[config.mk]
export PLATFORM = sky130hd
export DESIGN_NAME = keygen_arbiter
export DESIGN_NICKNAME = d
export VERILOG_FILES = /design/src/rtl/rc5_pkg.sv /design/src/rtl/rr_arbiter.sv /design/src/rtl/keygen_arbiter.sv
export SDC_FILE = /design/constraint.sdc
export NUM_CORES = 1
export LEC_CHECK = 0
export CORE_AREA = 2 2 265 267
export DETAILED_ROUTE_END_ITERATION = 10
export DIE_AREA = 0 0 267 269
export SYNTH_ARGS = -nofsm -noshare
export SYNTH_HDL_FRONTEND = slang
export SYNTH_HIERARCHICAL = 1
export SYNTH_SLANG_ARGS = --single-unit
[constraint.sdc]
create_clock -name clk -period 5.8 [get_ports clk]
set_input_delay 1.16 -clock clk [delete_from_list [all_inputs] [get_ports clk]]
set_output_delay 1.16 -clock clk [all_outputs]
set_load 0.05 [all_outputs]
[src/rtl/rc5_pkg.sv]
// Shared types and constants for the RC5 key-expansion arbiter.
package rc5_pkg;

  localparam int unsigned KEY_BITS = 128;
  localparam int unsigned ROUNDS_W = 5;
  localparam int unsigned W_SIZE   = 16;

  typedef enum logic [1:0] {
    IDLE,
    ISSUE,
    WAIT,
    DONE
  } kga_state_t;

  // Worst-case engine latency: setup + L load + S init + 3*max(T,c) mixing + handoff.
  function automatic int unsigned max_keygen_cycles(input logic [ROUNDS_W-1:0] rounds);
    int unsigned t;
    t = 2 * (int'(rounds) + 1);
    return 1 + 16 + t + 3 * t + 1;
  endfunction

endpackage

[src/rtl/rr_arbiter.sv]
// Combinational round-robin pick: first set request at or above rr_ptr, wrapping.
module rr_arbiter #(
  parameter int unsigned NUM_REQ = 4,
  parameter int unsigned PTR_W   = (NUM_REQ > 1) ? $clog2(NUM_REQ) : 1
) (
  input  logic [NUM_REQ-1:0] req,
  input  logic [PTR_W-1:0]   rr_ptr,
  output logic [NUM_REQ-1:0] winner,
  output logic               valid
);

  always_comb begin
    int unsigned idx;
    logic        found;
    winner = '0;
    found  = 1'b0;
    for (int unsigned i = 0; i < NUM_REQ; i++) begin
      idx = 32'(rr_ptr) + i;
      if (idx >= NUM_REQ) idx = idx - NUM_REQ;
      if (!found && req[idx]) begin
        winner[idx] = 1'b1;
        found       = 1'b1;
      end
    end
  end

  assign valid = |req;

endmodule

[src/rtl/keygen_arbiter.sv]
// Round-robin sharing of one RC5 key-expansion engine between NUM_REQ requesters.
// Optional result cache (skips the engine on a repeated key) under RC5_KEYGEN_CACHE_EN.
module keygen_arbiter
  import rc5_pkg::*;
#(
  parameter int unsigned NUM_REQ        = 4,
  parameter int unsigned TIMEOUT_CYCLES = 512
) (
  input  logic                               clk,
  input  logic                               rst,
  input  logic [NUM_REQ-1:0]                 req,
  input  logic [NUM_REQ-1:0][KEY_BITS-1:0]   req_key,
  input  logic [NUM_REQ-1:0][ROUNDS_W-1:0]   req_rounds,
  output logic [NUM_REQ-1:0]                 gnt,
  output logic [NUM_REQ-1:0]                 done,
  output logic                               err,
  output logic                               busy,
  output logic                               kg_start,
  output logic [KEY_BITS-1:0]                kg_key,
  output logic [ROUNDS_W-1:0]                kg_rounds,
  input  logic                               kg_ready
);

  localparam int unsigned PTR_W = (NUM_REQ > 1) ? $clog2(NUM_REQ) : 1;
  localparam int unsigned CNT_W = (TIMEOUT_CYCLES > 1) ? $clog2(TIMEOUT_CYCLES) : 1;
  localparam logic [CNT_W-1:0] CNT_LAST = CNT_W'(TIMEOUT_CYCLES - 1);
  localparam logic [PTR_W-1:0] PTR_LAST = PTR_W'(NUM_REQ - 1);

  kga_state_t         state;
  logic [PTR_W-1:0]   win_idx;
  logic [PTR_W-1:0]   rr_ptr;
  logic [CNT_W-1:0]   cnt;
  logic               err_flag;
  logic [NUM_REQ-1:0] arb_winner;
  logic               arb_valid;
  logic [PTR_W-1:0]   arb_idx;
  logic               cache_hit;

  rr_arbiter #(
    .NUM_REQ (NUM_REQ),
    .PTR_W   (PTR_W)
  ) u_rr_arbiter (
    .req    (req),
    .rr_ptr (rr_ptr),
    .winner (arb_winner),
    .valid  (arb_valid)
  );

  always_comb begin
    arb_idx = '0;
    for (int unsigned i = 0; i < NUM_REQ; i++) begin
      if (arb_winner[i]) arb_idx = PTR_W'(i);
    end
  end

`ifdef RC5_KEYGEN_CACHE_EN
  logic [KEY_BITS-1:0] last_key;
  logic [ROUNDS_W-1:0] last_rounds;
  logic                cache_valid;

  assign cache_hit = cache_valid && (kg_key == last_key) && (kg_rounds == last_rounds);
`else
  assign cache_hit = 1'b0;
`endif

  // Grant/done decode depends only on state and the latched winner, never on req.
  always_comb begin
    gnt  = '0;
    done = '0;
    if (state != IDLE) gnt[win_idx] = 1'b1;
    if (state == DONE) done[win_idx] = 1'b1;
  end

  assign busy     = (state != IDLE);
  assign kg_start = (state == ISSUE) && !cache_hit;
  assign err      = (state == DONE) && err_flag;

  always_ff @(posedge clk or posedge rst) begin
    if (rst) begin
      state       <= IDLE;
      win_idx     <= '0;
      rr_ptr      <= '0;
      cnt         <= '0;
      err_flag    <= 1'b0;
      kg_key      <= '0;
      kg_rounds   <= '0;
`ifdef RC5_KEYGEN_CACHE_EN
      last_key    <= '0;
      last_rounds <= '0;
      cache_valid <= 1'b0;
`endif
    end else begin
      case (state)
        IDLE: begin
          if (arb_valid) begin
            win_idx   <= arb_idx;
            kg_key    <= req_key[arb_idx];
            kg_rounds <= req_rounds[arb_idx];
            rr_ptr    <= (arb_idx == PTR_LAST) ? '0 : arb_idx + PTR_W'(1);
            state     <= ISSUE;
          end
        end
        ISSUE: begin
          state <= cache_hit ? DONE : WAIT;
        end
        WAIT: begin
          cnt <= cnt + CNT_W'(1);
          // Ready takes priority over a coincident timeout.
          if (kg_ready) begin
            state <= DONE;
`ifdef RC5_KEYGEN_CACHE_EN
            last_key    <= kg_key;
            last_rounds <= kg_rounds;
            cache_valid <= 1'b1;
`endif
          end else if (cnt == CNT_LAST) begin
            state    <= DONE;
            err_flag <= 1'b1;
`ifdef RC5_KEYGEN_CACHE_EN
            cache_valid <= 1'b0;
`endif
          end
        end
        DONE: begin
          cnt      <= '0;
          err_flag <= 1'b0;
          state    <= IDLE;
        end
        default: state <= IDLE;
      endcase
    end
  end

endmodule

# Word-level counts from Yosys, hierarchy flattened
# Index checks and enable logic that the tools add are counted.
# Widths: inputs -> output; s select.
[totals]
ff_bits = 149
out_inout_bits = 144
in_bits = 539
elab_cells = 109
[classes]
reduce_logical = 19
eq_ne = 9
addsub = 9
magnitude_cmp = 15
n_mux = 47
bitwise = 3
[ops]
columns = ["operator", "n"]
rows = [
  ["$bmux 128 s2", 1],
  ["$ge 32x1->1 const B", 4],
  ["$lt 32x3->1 const B", 4],
  ["$mux 128", 1],
  ["$mux 32", 4],
  ["$ge 32x3->1 const B", 3],
  ["$sub 32x3->32 const B", 3],
  ["$mux 4", 6],
  ["$pmux 9 s2", 1],
  ["$mux 1", 15],
  ["$mux 2", 6],
  ["$or 4x4->4", 3],
  ["$bmux 5 s2", 1],
  ["$demux 1 s2", 5],
  ["$add 9x1->9 const B", 1],
  ["$eq 9x9->1 const B", 1],
  ["$logic_and 1x1->1", 9],
  ["$bmux 1 s2", 4],
  ["$pmux 2 s4", 1],
  ["$add 2x2->3 const B", 2],
  ["$eq 2x2->1 const B", 3],
  ["$lt 2x3->1 const B", 2],
  ["$ne 2x2->1 const B", 3],
  ["$mux 5", 1],
  ["other kinds (14)", 18],
]

# Depth between registers and ports, before layout
# Gate-level depths: netlist of the first run.
[depth]
word_depth = 19
depth_mapped = 12
ltp_nobuf = 9

# Cells and area by module
# Netlist of the first run, hierarchy kept.
[modules_own_cells]
columns = ["mod", "seq_area_each_um2", "instances", "area_per_inst_um2", "cells_per_inst"]
rows = [
  ["keygen_arbiter", 3728.6, 1, 8947.3, 978],
  ["rr_arbiter", 0.0, 1, 365.4, 39],
]

# Least setup slack after synthesis of the first run
# No wires, ideal clock.
[synth_timing]
kind = "input to register"
startpoint = "in req[3]"
endpoint = "reg kg_key[10]"
setup_ns = 0.129
n_path_buf = 4
cell_stages = 11
path_slack_ns = 2.439
arrival_ns = 3.233
required_ns = 5.671
cell_sequence = "mux4_2 > buf_6 > nor4b_4 > nand2_1 > o211ai_1 > buf_2 > buf_2 > buf_4 > mux2_2 > nand2_1 > a21oi_1"
[synth_via]
elab_chain_cells = 17
elab_cells_between_ends = 31
classes_between = "mux: 20; bitwise: 3; reduce/logical: 8"
[synth_rtl]
columns = ["element", "line_no", "text"]
rows = [
  ["start, declared", "keygen_arbiter.sv:11", "input logic [NUM_REQ-1:0] req,"],
  ["$bmux 1 s2", "rr_arbiter.sv:20", "if (!found && req[idx]) begin"],
  ["$mux 1 (implied by the code)", "rr_arbiter.sv:20", ""],
  ["$mux 1", "rr_arbiter.sv:20", ""],
  ["$logic_not 1->1", "rr_arbiter.sv:20", ""],
  ["$logic_and 1x1->1", "rr_arbiter.sv:20", ""],
  ["$mux 1", "rr_arbiter.sv:20", ""],
  ["$logic_not 1->1", "rr_arbiter.sv:20", ""],
  ["$logic_and 1x1->1", "rr_arbiter.sv:20", ""],
  ["$mux 1", "rr_arbiter.sv:20", ""],
  ["$logic_not 1->1", "rr_arbiter.sv:20", ""],
  ["$logic_and 1x1->1", "rr_arbiter.sv:20", ""],
  ["$mux 4 (*)", "rr_arbiter.sv:20", ""],
  ["named net arb_winner[1]", "keygen_arbiter.sv:34", "logic [NUM_REQ-1:0] arb_winner;"],
  ["$mux 1 (*)", "keygen_arbiter.sv:52", "if (arb_winner[i]) arb_idx = PTR_W'(i);"],
  ["$mux 2 (*) (2 in a row)", "keygen_arbiter.sv:52", ""],
  ["$bmux 128 s2 (*)", "keygen_arbiter.sv:97", "kg_key <= req_key[arb_idx];"],
  ["$mux 128 (implied by the code) (*)", "keygen_arbiter.sv:97", ""],
  ["end signal, assigned", "keygen_arbiter.sv:97", ""],
  ["end, declared", "keygen_arbiter.sv:19", "output logic [KEY_BITS-1:0] kg_key,"],
]
# Mark *: on every way through the listed nets, which the timed path passes. The rest lies on a longest branch. The select of a mux whose other input is x is not followed.
# A chain may end at the register's enable or synchronous reset.

# Worst setup path in the final report of the first run
[layout_timing]
startpoint = "in req[3]"
endpoint = "reg kg_key[24]"
[layout_via]
elab_cells_between_ends = 31
classes_between = "mux: 20; bitwise: 3; reduce/logical: 8"
[layout_lines]
columns = ["element", "line_no"]
rows = [
  ["$bmux 1 s2", "rr_arbiter.sv:20"],
  ["$mux 1 (implied by the code)", "rr_arbiter.sv:20"],
  ["$mux 1", "rr_arbiter.sv:20"],
  ["$logic_not 1->1", "rr_arbiter.sv:20"],
  ["$logic_and 1x1->1", "rr_arbiter.sv:20"],
  ["$mux 1", "rr_arbiter.sv:20"],
  ["$logic_not 1->1", "rr_arbiter.sv:20"],
  ["$logic_and 1x1->1", "rr_arbiter.sv:20"],
  ["$mux 1", "rr_arbiter.sv:20"],
  ["$logic_not 1->1", "rr_arbiter.sv:20"],
  ["$logic_and 1x1->1", "rr_arbiter.sv:20"],
  ["$mux 4 (*)", "rr_arbiter.sv:20"],
  ["named net arb_winner[2]", "keygen_arbiter.sv:34"],
  ["$mux 2 (*) (2 in a row)", "keygen_arbiter.sv:52"],
  ["$bmux 128 s2 (*)", "keygen_arbiter.sv:97"],
  ["$mux 128 (implied by the code) (*)", "keygen_arbiter.sv:97"],
]
# Marked as above.

==> impl_metrics.tcl, run 1 <==
set metrics [dict create \
    stdcell_count 2588 \
    viasPerCell 4.197 \
    syn-num-nets 1567 \
    grt_pass1_wl_um 71830 \
    hold_viol 0 \
    clk_pin_slew_worst_paths_ns 0.06 \
    slowest_stage "buf_4" \
    clock_path_buffers 2 \
    drive_above_1_share 0.1119 \
    p_leak_uw 0.006723 \
    clock-sinks 149 \
    io_pins 683 \
    remaining_drc_errors 0 \
    cp_max_fo 60 \
    area_growth_pct 90.99 \
    drv_slew 0 \
    cellPowerDensity_nw_per_um2 616.5 \
    holdCritPathClass "flop to flop" \
    grt_pass1_vias 11020 \
    cts_resized 0 \
    floorplan.initialDensity 0.1340 \
    syn_avg_cell_area_um2 9.170 \
    layout_min_cycle_time_ns 4.105 \
    synthCells 1013 \
    gr-total-overflow 0 \
    setup_violations 0 \
    ant_nets 0 \
    gp_congestion 0.8355 \
    dp.cells 2555 \
    rsz0062_at_grt "false" \
    crit_required_ns 6.18 \
    numCtsBuffers 17 \
    tns_ns 0 \
    vias 10860 \
    maxCapViolCount 0 \
    routed_wirelength_um 51290 \
    criticalPathCategory "input pin to flop" \
    die_w_um 267 \
    status "finished clean" \
    critPathArrivalTime_ns 4.48 \
    nets 2188 \
    fillers 7349 \
    drt-initial-drc-count 478 \
    worst-path-buf-inv 2 \
    fin_crit_sh 0.7077 \
    clk_root_buffer_cell "clkbuf_16" \
    ctsHoldBuffers 0 \
    multi_input_area_um2 5107 \
    dieArea_um2 71820 \
    core_area_um2 69300 \
    slew_headroom 0.2938 \
    peakVddDrop_mv 0.6204 \
    htree_levels 4 \
    layout_setup_ws_ns 1.695 \
    crit_family "buffers and inverters" \
    slowest_delay_ns 0.63 \
    cts_tree "done" \
    clk_latency_ns 0.47 \
    portBuffers 682 \
    post_cts_buffers 0 \
    grt_use_total 0.1367 \
    crit_chain "clkdlybuf4s50_1 -> mux4_2 -> nor4b_4 -> nand2_1 -> o211ai_1 -> nor2b_4 -> buf_4 -> a221oi_1 -> a21oi_1" \
    max_freq_mhz 243.6 \
    place_hpwl_um 40060 \
    ys.warnings.count 6 \
    detailedPlace.worstSlack_ns 1.248 \
    grt_max_degree 140 \
    cp-end-kind "flop" \
    worst_slew_pin_slew_ns 1.059 \
    fp.dieH_um 269 \
    grt_antenna_before_repair 14 \
    firstDrtPassIters 5 \
    seqCellArea_um2 3729 \
    final.setup_skew_ns 0.01657 \
    fp-row-count 97 \
    post_drt_wl_per_cell_um 19.82 \
    syn-cell-area_um2 9289 \
    critPathLaunchType "input pin" \
]
-- placed cells by master, fill, tap and decap left out, drive strengths merged --
| master | n |
|---|---|
| and3 | 2 |
| a21oi | 139 |
| nor2 | 145 |
| and2 | 2 |
| dfrtp | 149 |
| xor2 | 3 |
| mux4 | 4 |
| nor2b | 3 |
| a31oi | 2 |
| and3b | 2 |
| clkinv | 4 |
| nand2 | 141 |
| clkbuf | 18 |
| inv | 13 |
| ha | 15 |
| nor3b | 6 |
| nor3 | 2 |
| mux2 | 134 |
| buf | 12 |
| a21o | 1 |
| nand3 | 3 |
| o21ai | 5 |
| o31ai | 1 |
| or4 | 1 |
| o32a | 1 |
| nor4b | 1 |
| diode | 3 |
| xnor2 | 1 |
| nand4 | 4 |
| bufinv | 6 |
| a221oi | 133 |
| o211ai | 4 |
| clkdlybuf4s50 | 682 |
| or3 | 3 |
| mux2i | 2 |
| clkinvlp | 1 |
-- report_power, final --
group / switching [uW] / total [uW] / internal [uW]
logic: 4880 / 7680 / 2810
registers: 359 / 1940 / 1580
clock network: 501 / 1320 / 815
total: 5740 / 10900 / 5200
-- layer usage --
| layer | vias up | share of wire | global-route usage |
|---|---|---|---|
| li1 | 4951 | - | - |
| met1 | 5213 | 0.40 | 0.1557 |
| met2 | 614 | 0.47 | 0.2261 |
| met3 | 79 | 0.086 | 0.04740 |
| met4 | 6 | 0.044 | 0.07197 |
| met5 | - | 0.00070 | 0 |
-- stage by stage --
stage | hold slack [ns] | total power (uW) | utilization | area [um^2]
after floorplan | 0.4928 | 7064 | - | 9289
after CTS | 0.5284 | 11070 | 0.2559 | 17730
after global placement | 0.5038 | 9528 | 0.2463 | 17070
after global routing | 0.5407 | 11640 | 0.2560 | 17740
final | 0.5213 | 10940 | 0.2560 | 17740
after detailed placement | 0.5138 | 9679 | 0.2463 | 17070
-- tightest hold or removal path: cells and delay by family, from the launching register on --
family | cells | cell delay [ns]
AO/OA/AOI/OAI | 1 | 0.10
flip-flops | 1 | 0.34
AND/OR/NAND/NOR | 1 | 0.05
-- cell type report --
cell class              count  share of cell area
diodes                      3           0.0004232
clock buffers              18             0.02475
clock inverters            12             0.01284
inverters                  12            0.002821
multi-input cells         760              0.2879
flip-flops and latches    149              0.2102
well taps                 940             0.06630
repair buffers            694              0.3948
-- final timing paths --
kind                                   startpoint                 endpoint  slack [ns]  cells past startpoint
max reg2reg                 rr_ptr[0]$_DFFE_PP0P_   kg_key[24]$_DFFE_PP0P_        1.97                     10
min in group asynchronous                     rst  kg_key[125]$_DFFE_PP0P_        1.19                      2
min                        kg_key[91]$_DFFE_PP0P_   kg_key[91]$_DFFE_PP0P_        0.52                      2
min reg2reg                kg_key[91]$_DFFE_PP0P_   kg_key[91]$_DFFE_PP0P_        0.52                      2
max                                        req[3]   kg_key[24]$_DFFE_PP0P_        1.70                      9
max in group asynchronous                     rst   kg_key[59]$_DFFE_PP0P_        3.64                      3
-- flip-flops by register name (all words and copies together) (netlist names) --
| signal | cells |
|---|---|
| kg_key | 128 |
| cnt | 9 |
| kg_rounds | 5 |
| rr_ptr | 2 |
| state | 2 |
| win_idx | 2 |
| err_flag | 1 |
Power figures use the tool's default switching activity.
==> run 2: changes to the inputs <==
Settings changed: CORE_AREA 2 2 265 267 to 2 2 269 271, DIE_AREA 0 0 267 269 to 0 0 271 273.
Clock period 5.8 ns to 3.44 ns, I/O delays scaled along.
==> run 2 against run 1 <==
Global-route usage up 0.91 points. Total power is 78% higher. Critical path depth is 4 lower. First-iteration DRC count decreased by 0.21%. Combinational power grew 86%. Sequential power rose by 66%. Routed wire length is 9.4% higher. Worst setup slack got worse by 1.4 ns. Sequential cell count is the same. Count of clock-buffer cells in the layout grew 2. Non-clock buffer count grew 67. Highest routed layer unchanged.
==> impl_metrics.tcl, run 2 (synthesis results as in run 1) <==
set metrics [dict create \
    max_freq_mhz 319.3 \
    regMostFlops "kg_key" \
    worst_slew_pin_slew_ns 0.8725 \
    layout_min_cycle_time_ns 3.132 \
    stdcell_count 2665 \
    slew_headroom 0.4183 \
    drive_above_1_share 0.1476 \
    grt_use_total 0.1458 \
    tns_ns 0 \
    cellPowerDensity_nw_per_um2 1062 \
    gr-total-overflow 0 \
    top_regs "kg_key: 128 flops, cnt: 9 flops, kg_rounds: 5 flops" \
    grt_max_degree 70 \
    maxCapViolCount 0 \
    ant_nets 0 \
    dieArea_um2 73980 \
    clk_root_buffer_cell "clkbuf_16" \
    routed_wirelength_um 56120 \
    rsz0062_at_grt "false" \
    clk_latency_ns 0.48 \
    drv_slew 0 \
    vias 11180 \
    finalInstanceArea_um2 18300 \
    remaining_drc_errors 0 \
    cts_tree "done" \
    layout_commonest_cell "clkdlybuf4s50_1" \
    htree_levels 4 \
    fin_util 0.2578 \
    worstSetupStartpoint "state[0]$_DFFE_PP0P_" \
    p_leak_uw 0.007063 \
    drt-initial-drc-count 477 \
    post_drt_wl_per_cell_um 21.06 \
    cp-end-kind "output pin" \
    critPathLaunchType "flop" \
    place_hpwl_um 46110 \
    final_cell_mix "682 x clkdlybuf4s50_1, 149 x dfrtp_1, 144 x nor2_1" \
    firstDrtPassIters 4 \
    nets 2255 \
    hold_viol 0 \
    post_cts_buffers 0 \
    die_w_um 271 \
    grt_pass1_wl_um 78560 \
    hold_start "kg_key[51]$_DFFE_PP0P_" \
    criticalPathCategory "flop to output pin" \
    dp.cells 2632 \
    viasPerCell 4.196 \
    fin_crit_sh 0.9104 \
    largest_reg_flops 128 \
    status "finished clean" \
    core_area_um2 71000 \
    grt_pass1_vias 11540 \
    numCtsBuffers 17 \
    fp.dieH_um 273 \
    clock_path_buffers 2 \
    grt_antenna_before_repair 16 \
    holdCritPathClass "flop to flop" \
    placed_area_um2 17720 \
    crit_required_ns 2.75 \
    gp_congestion 0.9775 \
    clk_pin_slew_worst_paths_ns 0.07 \
    setup_violations 0 \
    clock-sinks 149 \
    cp_max_fo 7 \
    r2r-start "rr_ptr[1]$_DFFE_PP0P_" \
    fp-row-count 98 \
    critPathArrivalTime_ns 2.44 \
    rrSetupSlack_ns 0.43 \
    area_growth_pct 97.02 \
    portBuffers 682 \
    peakVddDrop_mv 0.7972 \
    final.setup_skew_ns 0.01739 \
    floorplan.initialDensity 0.1308 \
    io_pins 683 \
]
run 2: changes by cell type in the layout (fill, tap and decap cells not counted), sizes merged:
cell      change
clkbuf        +2
inv           +3
clkinvlp      +1
buf          +67
clkinv        +1
bufinv        -5
diode         -2
run 2: worst max-delay path: stages, from the launching register on:
cell	delay, ns
dfrtp_1	0.41
inv_1	0.12
ha_1	0.40
inv_1	0.11
and3_1	0.20
clkdlybuf4s50_1	0.72
run 2: what timing repair did:
item / CTS / global route
gates resized for setup: 0 / 1
setup endpoints to repair: 0 / 1
hold buffers: 0 / 0
run 2: cell type report:
class	count	area, um^2
sequential	149	3729
tap	950	1189
clock buffer	20	456.7
fill	7453	52690
antenna	1	2.502
multi-input combinational	760	5114
timing repair buffer	761	7645
clock inverter	12	117.6
inverter	12	48.80
run 2: per-layer routing:
layer | wire length, um | track usage | vias up | share of wire
li1 | - | - | 5095 | -
met4 | 1389 | 0.04478 | 6 | 0.025
met5 | 34 | 0 | - | 0.00061
met1 | 21750 | 0.1640 | 5403 | 0.39
met2 | 27980 | 0.2580 | 609 | 0.50
met3 | 4974 | 0.05096 | 70 | 0.089
run 2: final timing paths:
kind                                                 to  depth (start not counted)
min in group asynchronous        kg_key[27]$_DFFE_PP0P_                          2
worst min register to register   kg_key[51]$_DFFE_PP0P_                          2
max in group asynchronous        kg_key[36]$_DFFE_PP0P_                          3
worst min-delay path             kg_key[51]$_DFFE_PP0P_                          2
worst max-delay path                             gnt[3]                          5
worst max register to register  kg_key[115]$_DFFE_PP0P_                         11
run 2: metrics by stage:
stage	power, uW	setup slack, ns	hold slack, ns
4_1_cts	19650	0.09808	0.5342
2_1_floorplan	11910	0.5434	0.4928
3_3_place_gp	17420	-0.3990	0.5063
3_5_place_dp	17590	-0.4522	0.5168
5_1_grt	20680	0.1484	0.5469
6_report	19430	0.3081	0.5230
run 2: power by group:
part           total, uW  switching (uW)  internal [uW]
Combinational      14300            8600           5670
Clock               1940             895           1040
Sequential          3220             564           2660
Total              19400           10100           9370
==> variant 1, RTL diff (flow settings as in run 2) <==
Change the parameter `TIMEOUT_CYCLES` from 512 to 256.
--- a/src/rtl/keygen_arbiter.sv
+++ b/src/rtl/keygen_arbiter.sv
@@ -5,5 +5,5 @@
 #(
   parameter int unsigned NUM_REQ        = 4,
-  parameter int unsigned TIMEOUT_CYCLES = 512
+  parameter int unsigned TIMEOUT_CYCLES = 256
 ) (
   input  logic                               clk,
Behaviour: same outputs for any inputs over 4 cycles, from zero or initial values and one cycle with rst high; that may be too few to reach the edited logic, so the function may still have changed.
==> variant 1 against run 2 <==
- total power rose by 5.0%
- largest cell class unchanged
- setup slack got worse by 0.11 ns
- final area grew 4.9%
- wire length is 0.70% lower
- synthesized area up 8.5%
- sequential cell count decreased by 1
- count of clock-buffer cells in the layout fell by 2
==> variant 1: results (changes against run 2) <==
\begin{tabular}{lr}
\hline
Metric & Value \\
\hline
\multicolumn{2}{l}{\textbf{Drt}} \\
\quad Length of the first detailed-routing pass in iterations & 5 (+1) \\
\quad Number of vias per cell & 4.296 (+2.4\%) \\
\quad Final wirelength & 55730 um (-0.70\%) \\
\quad 1st-iter DRT viols & 532 (+12\%) \\
\quad Met3 WL post-DR & 4517 um (-9.2\%) \\
\quad Routed met1 length & 21250 um (-2.3\%) \\
\quad Drt wl/cell & 20.28 um (-3.7\%) \\
\quad Routed length on met2 & 28750 um (+2.8\%) \\
\multicolumn{2}{l}{\textbf{Global route}} \\
\quad Via count of the first global-routing pass & 12.51k (+8.4\%) \\
\quad Global Route Usage Sum & 0.1458 (about the same) \\
\quad Initial antenna violation count & 12 (-4) \\
\quad Pin count of the biggest net entering global routing & 103 (+47\%) \\
\quad Wire length of the first global-routing pass & 80230 um (+2.1\%) \\
\multicolumn{2}{l}{\textbf{Yosys}} \\
\quad Synthesized netlist net count & 1653 (+5.5\%) \\
\multicolumn{2}{l}{\textbf{Timing}} \\
\quad Post-route clock skew & 0.01780 ns (+0.0004130 ns) \\
\quad Period utilisation layout & 0.9435 (+0.03311) \\
\quad Relative slew slack & 0.5028 (+0.08452) \\
\multicolumn{2}{l}{\textbf{Setup path}} \\
\quad Slack of the worst reg-to-reg path & 0.30 ns (-0.13 ns) \\
\quad Worst path arrival time & 3.60 ns (+1.16 ns) \\
\quad Worst reg2reg path endpoint & kg\_key[69] \\
\quad R2r startpoint & rr\_ptr[0] \\
\quad Start point of the critical path & req[3] \\
\multicolumn{2}{l}{\textbf{Pwr}} \\
\quad Highest ir drop seen on vdd & 0.5208 mV (-35\%) \\
\multicolumn{2}{l}{\textbf{Run status}} \\
\quad Run status & completed \\
\multicolumn{2}{l}{\textbf{Final layout}} \\
\quad Fraction of layout instances using a drive strength above 1 & 0.1119 (-0.03569) \\
\quad Registers with the most flip-flops & kg\_key x128, cnt x8, kg\_rounds x5 \\
\quad Filler cells & 7462 (+0.12\%) \\
\multicolumn{2}{l}{\textbf{Placement}} \\
\quad Placed wire-length estimate & 44020 um (-4.5\%) \\
\hline
\end{tabular}
variant 1: per-layer routing:
| layer | global-route usage | up-vias |
|---|---|---|
| met4 | 0.04434 | 10 |
| li1 | - | 5485 |
| met2 | 0.2662 | 563 |
| met3 | 0.04991 | 67 |
| met5 | 0 | - |
| met1 | 0.1580 | 5681 |
variant 1: worst min path at each step:
stage	from	to	slack (ns)	depth (start not counted)
6_report	kg_key[64]	kg_key[64]	0.53	2
5_1_grt	kg_key[36]	kg_key[36]	0.56	2
4_1_cts	kg_key[65]	kg_key[65]	0.54	2
3_5_place_dp	kg_key[40]	kg_key[40]	0.52	2
3_3_place_gp	kg_key[65]	kg_key[65]	0.51	2
2_1_floorplan	err_flag	err_flag	0.52	2
variant 1: final cells by class:
cell class,count,area share
clock inverters,14,0.01036
inverters,13,0.002737
well taps,950,0.06191
diodes,2,0.0002607
repair buffers,779,0.4072
clock buffers,18,0.02235
flip-flops and latches,148,0.1929
multi-input cells,824,0.3023
variant 1: stage by stage:
step / instance area, um^2 / setup WS, ns
6_report: 19200 / 0.1942
5_1_grt: 19200 / 0.02737
4_1_cts: 19190 / 0.06990
3_5_place_dp: 18570 / -0.4787
3_3_place_gp: 18570 / -0.4697
2_1_floorplan: 10080 / 0.5881
variant 1: power by group through the flow:
stage	logic (uW)	clock network, uW	registers [uW]
detailed placement	15200	0	3220
global placement	15100	0	3190
global route	16100	2340	3310
CTS	15300	2280	3200
finish	15000	2160	3200
floorplan	6410	0	5890
variant 1: critical path: stages:
cell	delay [ns]
clkdlybuf4s50_1	0.46
mux4_2	0.55
buf_4	0.19
nor3b_1	0.20
a21oi_1	0.06
o211ai_1	0.18
buf_12	0.18
nor2b_4	0.06
buf_12	0.17
a221oi_1	0.56
buf_4	0.21
o2bb2ai_1	0.05
==> variant 2, RTL diff (flow settings as in run 2) <==
Without the edit above. Re-encode `kga_state_t` (4 states) as Gray code, 2 bits wide.
--- a/src/rtl/rc5_pkg.sv
+++ b/src/rtl/rc5_pkg.sv
@@ -7,8 +7,8 @@
 
   typedef enum logic [1:0] {
-    IDLE,
-    ISSUE,
-    WAIT,
-    DONE
+    IDLE  = 2'b00,
+    ISSUE = 2'b01,
+    WAIT  = 2'b11,
+    DONE  = 2'b10
   } kga_state_t;
 
Check against the original RTL: no difference found for any inputs over 4 cycles, from zero or initial values and one cycle with rst high; so few cycles prove little.
==> variant 2 against run 2 <==
- die area is the same
- sequential cell count stayed put
- first-iteration DRC count is 66% higher
- synthesized area fell by 3.4%
- worst hold slack lost 0.043 ns
- count of clock-buffer cells in the layout is 1 lower
- setup slack worse by 0.18 ns
- final area down 2.1%
- global-route usage is 2.2 points lower
- total power fell by 6.1%
- wire length down 14%
- largest power group unchanged
==> variant 2: results (changes against run 2) <==
\begin{tabular}{lr}
\hline
Metric & Value \\
\hline
\multicolumn{2}{l}{\textbf{Setup path}} \\
\quad Worst reg2reg path endpoint & kg\_key[28] \\
\quad Worst path arrival time & 3.66 ns (+1.22 ns) \\
\quad Start point of the critical path & req[3] \\
\quad R2r startpoint & rr\_ptr[0] \\
\quad Type of the worst setup path & in2reg \\
\quad Worst R2R Path Depth & 12 (+1) \\
\quad Maximum fanout encountered on the critical timing path & 28 (+21) \\
\multicolumn{2}{l}{\textbf{Placement}} \\
\quad Routability cong. & 0.9056 (-7.4\%) \\
\quad Placed wire-length estimate & 37710 um (-18\%) \\
\multicolumn{2}{l}{\textbf{Global route}} \\
\quad Pin count of the biggest net entering global routing & 81 (+16\%) \\
\quad Via count of the first global-routing pass & 11.11k (-3.8\%) \\
\quad Wire length of the first global-routing pass & 68690 um (-13\%) \\
\quad Global Route Usage Sum & 0.1236 (-0.02223) \\
\quad Initial antenna violation count & 2 (-14) \\
\multicolumn{2}{l}{\textbf{Clocking}} \\
\quad Number of H-tree levels & 4 (unchanged) \\
\multicolumn{2}{l}{\textbf{Drt}} \\
\quad Length of the first detailed-routing pass in iterations & 8 (+4) \\
\quad 1st-iter DRT viols & 794 (+66\%) \\
\quad Number of vias per cell & 4.134 (-1.5\%) \\
\quad Drt wl/cell & 18.96 um (-10\%) \\
\multicolumn{2}{l}{\textbf{Pwr}} \\
\quad Highest ir drop seen on vdd & 0.6299 mV (-21\%) \\
\quad Leakage dissipation & 0.007037 uW (-0.37\%) \\
\quad Net Sw Power & 9165 uW (-8.9\%) \\
\multicolumn{2}{l}{\textbf{Timing}} \\
\quad Post-route clock skew & 0.02410 ns (+0.006713 ns) \\
\quad Relative slew slack & 0.3741 (-0.04427) \\
\multicolumn{2}{l}{\textbf{Run status}} \\
\quad Run status & completed \\
\multicolumn{2}{l}{\textbf{Yosys}} \\
\quad Synthesized netlist net count & 1438 (-8.2\%) \\
\multicolumn{2}{l}{\textbf{Final layout}} \\
\quad Diodes inserted & 0 (-1) \\
\quad Count of nets after finishing & 2123 (-5.9\%) \\
\hline
\end{tabular}
==> variant 2: how the worst min path moves through the flow <==
| stage | start | endpoint | slack [ns] | cells after the start |
|---|---|---|---|---|
| 4_1_cts | kg_rounds[4] | kg_rounds[4] | 0.49 | 2 |
| 3_5_place_dp | kg_key[127] | kg_key[127] | 0.47 | 2 |
| 6_report | kg_key[127] | kg_key[127] | 0.48 | 2 |
| 2_1_floorplan | state[0] | state[1] | 0.44 | 1 |
| 3_3_place_gp | kg_key[69] | kg_key[69] | 0.46 | 2 |
| 5_1_grt | kg_key[127] | kg_key[127] | 0.50 | 2 |
==> variant 2: per-stage QoR <==
step | setup TNS [ns] | utilization | instance area (um^2) | instances
finish | 0 | 0.2525 | 17930 | 2537
global route | -0.008620 | 0.2525 | 17930 | 2537
CTS | 0 | 0.2516 | 17860 | 2532
detailed placement | -62.74 | 0.2432 | 17260 | 2496
global placement | -50.55 | 0.2432 | 17260 | 2496
floorplan | 0 | - | 8976 | 889
==> variant 2: worst max-delay path, cell delays in order <==
cell	delay [ns]
clkdlybuf4s50_1	0.45
mux4_2	0.57
nor4b_4	0.36
nand2_1	0.09
o211ai_1	0.17
buf_4	0.19
buf_12	0.15
buf_16	0.21
mux2_2	0.36
a222oi_1	0.26
o21ai_1	0.12
==> variant 2: layout make-up <==
| cell class | count | area, um^2 |
|---|---|---|
| clock inverter | 13 | 125.1 |
| sequential | 149 | 3729 |
| inverter | 16 | 63.81 |
| tap | 950 | 1189 |
| timing repair buffer | 759 | 7641 |
| multi-input combinational | 631 | 4736 |
| fill | 7473 | 53070 |
| clock buffer | 19 | 442.9 |
==> variant 2: repair_timing <==
action,CTS,global route
resized for setup,1,2
pin swaps,2,3
gates cloned,1,0
endpoints found under the setup margin,38,80
hold buffers,0,0
setup buffers,3,5
==> variant 2: power by group through the flow <==
stage	registers, uW	clock network [uW]	logic (uW)
global route	3190	2080	14000
global placement	3080	0	12800
floorplan	5530	0	5690
finish	3090	1900	13300
CTS	3090	2020	13200
detailed placement	3110	0	13000
==> variant 2: routing by layer <==
metal  routed length (um)  GRT usage
met1                18240     0.1329
met2                24700     0.2272
met3                 3741    0.03392
met4                 1402    0.05132
met5                   13          0
